[src/rtl/top_pkg.sv]
// Top-level TL-UL bus widths shared by every TL-UL endpoint in the system.
package top_pkg;

    localparam int TL_AW  = 32;
    localparam int TL_DW  = 32;
    localparam int TL_AIW = 8;
    localparam int TL_DIW = 1;
    localparam int TL_AUW = 16;
    localparam int TL_DUW = 16;
    localparam int TL_DBW = TL_DW / 8;
    localparam int TL_SZW = 2;

endpackage

[src/rtl/tlul_pkg.sv]
// TL-UL opcodes, bridge state encoding and the byte-lane helper.
package tlul_pkg;

    localparam int TL_AW  = top_pkg::TL_AW;
    localparam int TL_DW  = top_pkg::TL_DW;
    localparam int TL_AIW = top_pkg::TL_AIW;
    localparam int TL_DIW = top_pkg::TL_DIW;
    localparam int TL_AUW = top_pkg::TL_AUW;
    localparam int TL_DUW = top_pkg::TL_DUW;
    localparam int TL_DBW = top_pkg::TL_DBW;
    localparam int TL_SZW = top_pkg::TL_SZW;

    // A-channel opcodes
    localparam logic [2:0] PutFullData    = 3'd0;
    localparam logic [2:0] PutPartialData = 3'd1;
    localparam logic [2:0] Get            = 3'd4;

    // D-channel opcodes
    localparam logic [2:0] AccessAck      = 3'd0;
    localparam logic [2:0] AccessAckData  = 3'd1;

    typedef enum logic {
        ST_IDLE = 1'b0,
        ST_RESP = 1'b1
    } bridge_state_e;

    // Byte lanes a naturally aligned access of 2^size bytes at addr_lsb covers.
    function automatic logic [TL_DBW-1:0] tl_lanes(input logic [TL_SZW-1:0] size,
                                                   input logic [1:0]        addr_lsb);
        logic [TL_DBW-1:0] lanes;
        case (size)
            2'd0:    lanes = 4'b0001 << addr_lsb;
            2'd1:    lanes = 4'b0011 << {addr_lsb[1], 1'b0};
            2'd2:    lanes = 4'b1111;
            default: lanes = 4'b0000;
        endcase
        return lanes;
    endfunction

endpackage

[src/rtl/tlul_err_chk.sv]
// Combinational TL-UL request legality check (opcode, size, alignment, mask).
module tlul_err_chk
    import tlul_pkg::*;
(
    input  logic [2:0]        opcode,
    input  logic [TL_SZW-1:0] size,
    input  logic [1:0]        addr_lsb,
    input  logic [TL_DBW-1:0] mask,
    output logic              err
);

    logic [TL_DBW-1:0] lanes_s;
    logic              op_err_s;
    logic              size_err_s;
    logic              align_err_s;
    logic              mask_err_s;

    assign lanes_s = tl_lanes(size, addr_lsb);

    // Flag every rule the request violates; any one of them makes it an error.
    always_comb begin
        op_err_s    = 1'b0;
        size_err_s  = 1'b0;
        align_err_s = 1'b0;
        mask_err_s  = 1'b0;

        case (opcode)
            PutFullData, PutPartialData, Get: op_err_s = 1'b0;
            default:                          op_err_s = 1'b1;
        endcase

        size_err_s = (size > 2'd2);

        case (size)
            2'd0:    align_err_s = 1'b0;
            2'd1:    align_err_s = addr_lsb[0];
            2'd2:    align_err_s = (addr_lsb != 2'd0);
            default: align_err_s = 1'b1;
        endcase

        if ((mask & ~lanes_s) != {TL_DBW{1'b0}}) begin
            mask_err_s = 1'b1;
        end else if ((opcode == PutFullData) && (mask != lanes_s)) begin
            mask_err_s = 1'b1;
        end else if ((opcode == Get) && (mask == {TL_DBW{1'b0}})) begin
            mask_err_s = 1'b1;
        end else begin
            mask_err_s = 1'b0;
        end

        err = op_err_s | size_err_s | align_err_s | mask_err_s;
    end

endmodule

[src/rtl/tlul_reg_bridge.sv]
// TL-UL device port to zero-wait register interface bridge.
// One outstanding request; back-to-back throughput when d_ready_i stays high.
// Optional macro TLUL_REG_BRIDGE_ERRCHK_EN enables TL-UL protocol error checking;
// without it every request reaches the register interface.
module tlul_reg_bridge
    import tlul_pkg::*;
#(
    parameter int RegAw = 8
) (
    input  logic              clk_i,
    input  logic              rst_ni,

    input  logic              a_valid_i,
    input  logic [2:0]        a_opcode_i,
    input  logic [2:0]        a_param_i,
    input  logic [TL_SZW-1:0] a_size_i,
    input  logic [TL_AIW-1:0] a_source_i,
    input  logic [TL_AW-1:0]  a_address_i,
    input  logic [TL_DBW-1:0] a_mask_i,
    input  logic [TL_DW-1:0]  a_data_i,
    input  logic [TL_AUW-1:0] a_user_i,
    output logic              a_ready_o,

    output logic              d_valid_o,
    output logic [2:0]        d_opcode_o,
    output logic [2:0]        d_param_o,
    output logic [TL_SZW-1:0] d_size_o,
    output logic [TL_AIW-1:0] d_source_o,
    output logic [TL_DIW-1:0] d_sink_o,
    output logic [TL_DW-1:0]  d_data_o,
    output logic [TL_DUW-1:0] d_user_o,
    output logic              d_error_o,
    input  logic              d_ready_i,

    output logic              re_o,
    output logic              we_o,
    output logic [RegAw-1:0]  addr_o,
    output logic [TL_DW-1:0]  wdata_o,
    output logic [TL_DBW-1:0] be_o,
    input  logic [TL_DW-1:0]  rdata_i,
    input  logic              error_i
);

    bridge_state_e     state_r;
    bridge_state_e     state_s;
    logic              accept_s;
    logic              is_get_s;
    logic              is_write_s;
    logic              err_s;
    logic              rsp_err_s;
    logic [TL_DW-1:0]  rsp_data_s;

    logic [2:0]        d_opcode_r;
    logic [TL_SZW-1:0] d_size_r;
    logic [TL_AIW-1:0] d_source_r;
    logic [TL_DW-1:0]  d_data_r;
    logic              d_error_r;
    logic              unused_s;

`ifdef TLUL_REG_BRIDGE_ERRCHK_EN
    tlul_err_chk u_err_chk (
        .opcode   (a_opcode_i),
        .size     (a_size_i),
        .addr_lsb (a_address_i[1:0]),
        .mask     (a_mask_i),
        .err      (err_s)
    );
    assign is_write_s = (a_opcode_i == PutFullData) | (a_opcode_i == PutPartialData);
`else
    assign err_s      = 1'b0;
    assign is_write_s = (a_opcode_i != Get);
`endif

    // A response slot frees up in the same cycle the host takes the old one.
    assign a_ready_o = (state_r == ST_IDLE) | d_ready_i;
    assign accept_s  = a_valid_i & a_ready_o;
    assign is_get_s  = (a_opcode_i == Get);
    assign rsp_err_s = err_s | error_i;

    assign re_o    = accept_s & is_get_s & ~err_s;
    assign we_o    = accept_s & is_write_s & ~err_s;
    assign addr_o  = a_address_i[RegAw-1:0];
    assign wdata_o = a_data_i;
    assign be_o    = a_mask_i;

    assign d_valid_o  = (state_r == ST_RESP);
    assign d_opcode_o = d_opcode_r;
    assign d_param_o  = 3'd0;
    assign d_size_o   = d_size_r;
    assign d_source_o = d_source_r;
    assign d_sink_o   = {TL_DIW{1'b0}};
    assign d_data_o   = d_data_r;
    assign d_user_o   = {TL_DUW{1'b0}};
    assign d_error_o  = d_error_r;

    assign unused_s = ^{a_param_i, a_user_i, a_address_i[TL_AW-1:RegAw]};

    // Read data for the response: all-ones on a failed read, zero for writes.
    always_comb begin
        rsp_data_s = {TL_DW{1'b0}};
        if (is_get_s) begin
            if (rsp_err_s) begin
                rsp_data_s = {TL_DW{1'b1}};
            end else begin
                rsp_data_s = rdata_i;
            end
        end else begin
            rsp_data_s = {TL_DW{1'b0}};
        end
    end

    // Response-pending state register.
    always_ff @(posedge clk_i or negedge rst_ni) begin
        if (!rst_ni) begin
            state_r <= ST_IDLE;
        end else begin
            state_r <= state_s;
        end
    end

    // Next state: stay in RESP while the response waits or a new one replaces it.
    always_comb begin
        state_s = state_r;
        case (state_r)
            ST_IDLE: begin
                if (accept_s) begin
                    state_s = ST_RESP;
                end else begin
                    state_s = ST_IDLE;
                end
            end
            ST_RESP: begin
                if (d_ready_i && !accept_s) begin
                    state_s = ST_IDLE;
                end else begin
                    state_s = ST_RESP;
                end
            end
            default: state_s = ST_IDLE;
        endcase
    end

    // D payload is captured on accept and held until the next accept.
    always_ff @(posedge clk_i or negedge rst_ni) begin
        if (!rst_ni) begin
            d_opcode_r <= 3'd0;
            d_size_r   <= {TL_SZW{1'b0}};
            d_source_r <= {TL_AIW{1'b0}};
            d_data_r   <= {TL_DW{1'b0}};
            d_error_r  <= 1'b0;
        end else if (accept_s) begin
            d_opcode_r <= is_get_s ? AccessAckData : AccessAck;
            d_size_r   <= a_size_i;
            d_source_r <= a_source_i;
            d_data_r   <= rsp_data_s;
            d_error_r  <= rsp_err_s;
        end else begin
            d_opcode_r <= d_opcode_r;
            d_size_r   <= d_size_r;
            d_source_r <= d_source_r;
            d_data_r   <= d_data_r;
            d_error_r  <= d_error_r;
        end
    end

endmodule

[config.mk]
export PLATFORM = sky130hd
export DESIGN_NAME = tlul_reg_bridge
export DESIGN_NICKNAME = d
export VERILOG_FILES = /design/src/rtl/top_pkg.sv /design/src/rtl/tlul_pkg.sv /design/src/rtl/tlul_err_chk.sv /design/src/rtl/tlul_reg_bridge.sv
export SDC_FILE = /design/constraint.sdc
export NUM_CORES = 1
export LEC_CHECK = 0
export BUFFER_PORTS_ARGS = -buffer_cell sky130_fd_sc_hd__buf_2
export CAP_MARGIN = 20
export CORE_AREA = 2 2 98 100
export DETAILED_ROUTE_END_ITERATION = 7
export DIE_AREA = 0 0 100 102
export GPL_TIMING_DRIVEN = 0
export MAX_ROUTING_LAYER = met4
export PLACE_DENSITY = 0.63
export SYNTH_ARGS = -nofsm -noshare
export SYNTH_HDL_FRONTEND = slang
export SYNTH_SLANG_ARGS = --single-unit
[constraint.sdc]
create_clock -name clk_i -period 2.5 [get_ports clk_i]
set_input_delay 0.25 -clock clk_i [delete_from_list [all_inputs] [get_ports clk_i]]
set_output_delay 0.25 -clock clk_i [all_outputs]
set_load 0.01 [all_outputs]
==> impl_metrics.csv <==
group,metric,value,unit
min_path,min_from,"a_size_i[0]",
place,portBuffers,140,
yosys,synthMuxAreaShare,5.88,%
cells_and_area,finalInstanceArea,3340,um^2
yosys,synth_fa_ha_area_share,0,%
setup_path,crit_arrival,1.50,ns
power,p_per_area,514,nW/um^2
power,p_seq_share,47.9,%
sta,finalMaxSlewViolations,0,
clock_network,cts_setup_buffers,0,
yosys,synthSimpleGateAreaFrac,7.30,%
setup_path,cp-startpoint,"d_valid_o",
cells_and_area,syn2layout_area_growth,45.2,%
clock_network,ctsRootBufferMaster,"clkbuf_8",
floorplan,core_area,9110,um^2
sta,skew,0.00700,ns
global_routing,grt_overflow_total,0,
yosys,ys_ff_latch,45,
detailed_routing,drtPass1Iterations,4,
power,internal_power,1220,uW
floorplan,die_h,102,um
yosys,synth_most_common_cell,"buf_4",
power,total_power,1710,uW
place,dpl.hpwl,5120,um
sta,rsz0062_at_grt,"false",
global_routing,grt_usage,11.9,%
clock_network,clock_latency,0.30,ns
clock_network,clk_pin_slew,0.09,ns
yosys,ys_seq_area_share,49.0,%
setup_path,required,2.25,ns
setup_path,cp_max_fo,10,
sta,post-route-min-period,1.75,ns
setup_path,endpoint_kind,"output pin",
power,comb_power_share,25.1,%
yosys,ys_warn_count,0,
power,switching_share,29.1,%
detailed_routing,ant_nets,0,
sta,hold_viol_final,0,
floorplan,start_util,25.2,%
power,p_clk_share,27.0,%
yosys,synth_top_area_cell,"dfrtp_1",
place,globalplace.congestion,0.804,
cells_and_area,n_fill_cell,944,
detailed_routing,routed_wl,6470,um
detailed_routing,drc,0,
global_routing,grt_max_degree,46,
sta,fin_tns_setup,0,ns
yosys,yosys-top-cells-count,"buf_4 (67), dfrtp_1 (45), nor2_1 (33)",
detailed_routing,wl_per_cell,13.3,um
clock_network,cts-resized-gates,0,
cells_and_area,drive_gt1_share,62.9,%
yosys,netlist.area_leader.share,49.0,%
yosys,yosys-top-cells-area,"dfrtp_1 (49%), buf_4 (22%), o2bb2ai_1 (12%)",
floorplan,rows,35,
global_routing,antenna_found_initial,0,
cells_and_area,finalNetCount,513,
yosys,async_flop_share,100,%
global_routing,grt_pass1_vias,1763,
flow_run,drv_cap,0,
cells_and_area,multi_input_area,678,um^2
clock_network,cts_tree,"built",
yosys,synth.avg_cell_area,11.2,um^2
setup_path,path_class,"reg -> out",
yosys,synth_xor_area_share,0,%
detailed_routing,avgViaCountPerCell,4.04,
sta,setup_slack,0.745,ns
yosys,synth_flop_cell,"dfrtp_1",
sta,period_share,70.2,%
global_routing,grt_first_pass_wirelength,9040,um
detailed_routing,first_iter_violations,25,
sta,max_freq,570,MHz
clock_network,holdBufCountCts,0,
clock_network,cts_buffers,5,
place,place_area,3220,um^2
clock_network,cts_sinks,45,
yosys,synth_area,2300,um^2
power,peakVddDrop,190,uV
yosys,syn_inst,206,
yosys,synth_top_family_by_area,"buffers and inverters",
sta,setup_violations,0,
cells_and_area,insertedDiodeCount,0,
status,outcome,"finished clean",
yosys,synth_cell_types,17,
power,power_leakage,0.00191,uW
yosys,synth_compound_area_share,12.7,%
clock_network,h-tree-depth,2,
setup_path,rr_startpoint,"d_valid_o",
cells_and_area,seqCellArea,1130,um^2
place,pre_cts_slack,1.05,ns
floorplan,die_w,100,um
floorplan,io-pin-count,251,
detailed_routing,vias,1971,
min_path,worstHoldPathType,"in -> reg",
power,p_switching,499,uW
clock_network,max-clock-path-buffers,2,
yosys,synth_edf_count,0,
setup_path,startpoint_type,"flop",
floorplan,die_area,10200,um^2
sta,whs,0.174,ns
==> per-stage QoR <==
step                      instances  utilization [%]
after floorplan                 227                -
after global placement          478             35.3
after detailed placement        478             35.3
after CTS                       486             36.3
after global routing            488             36.6
final                           488             36.6
==> power groups by stage <==
stage          Sequential [uW]  Combinational (uW)  Clock, uW
6_report                   821                 431        463
5_1_grt                    831                 472        522
4_1_cts                    822                 433        493
3_5_place_dp               834                 433          0
3_3_place_gp               833                 427          0
2_1_floorplan              864                 219          0
==> worst max-delay path, cell delays in order (launching register included) <==
cell and delay, ns:
dfrtp_1 0.42, nand2b_4 0.11, nand2_4 0.10, buf_6 0.17, buf_6 0.14, a21oi_1 0.11, buf_2 0.14
==> registers in the layout, indices dropped and copies added, names as in the netlist <==
name        flops
d_data_o       32
d_valid_o       1
d_size_o        2
d_source_o      8
d_error_o       1
d_opcode_o      1
==> cell usage in the layout (no fill, tap or decap), types with 3 or more instances in the layout <==
cell       netlist  routed
clkbuf_1         3       3
buf_2            4     144
mux2_2           8       8
dfrtp_1         45      45
mux2_4           3       3
nor2_1          33      33
buf_4           67      67
buf_6            3       3
clkbuf_8         0       5
o2bb2ai_1       32      32
conb_1           1      22
==> routing by layer <==
metal	track usage (%)	part of all wire [%]	wire length [um]	vias to the layer above
met3	2.94	8.8	568	2
met1	13.0	39	2540	916
met4	2.21	0.26	17	0
li1	-	-	-	938
met5	-	0	0	-
met2	21.9	52	3350	115
==> cell families (layout without fill, tap and decap cells) <==
kind of cell           Yosys count  after routing
AOI/OAI and AO/OA               34             34
buffers and inverters           78            228
DFF                             45             45
muxes                           11             11
other                            1             22
and+or+nand+nor                 37             37
==> layout make-up <==
cell class	instances	share of cell area [%]
sequential	45	33.8
timing repair buffer	142	21.9
multi-input combinational	104	20.3
buffer	77	17.0
tap	111	4.16
clock buffer	5	2.06
clock inverter	3	0.638
inverter	1	0.113
==> path summary, 6_finish.rpt <==
check,end,slack [ns],cells after the start
max,we_o,0.75,6
min,d_size_o[0],0.17,2
max reg2reg,d_source_o[4],1.26,4
min reg2reg,d_opcode_o[0],0.49,1
max in group asynchronous,d_source_o[5],1.63,3
min in group asynchronous,d_data_o[29],0.38,2
No activity file was read; power rests on OpenSTA's default activity.
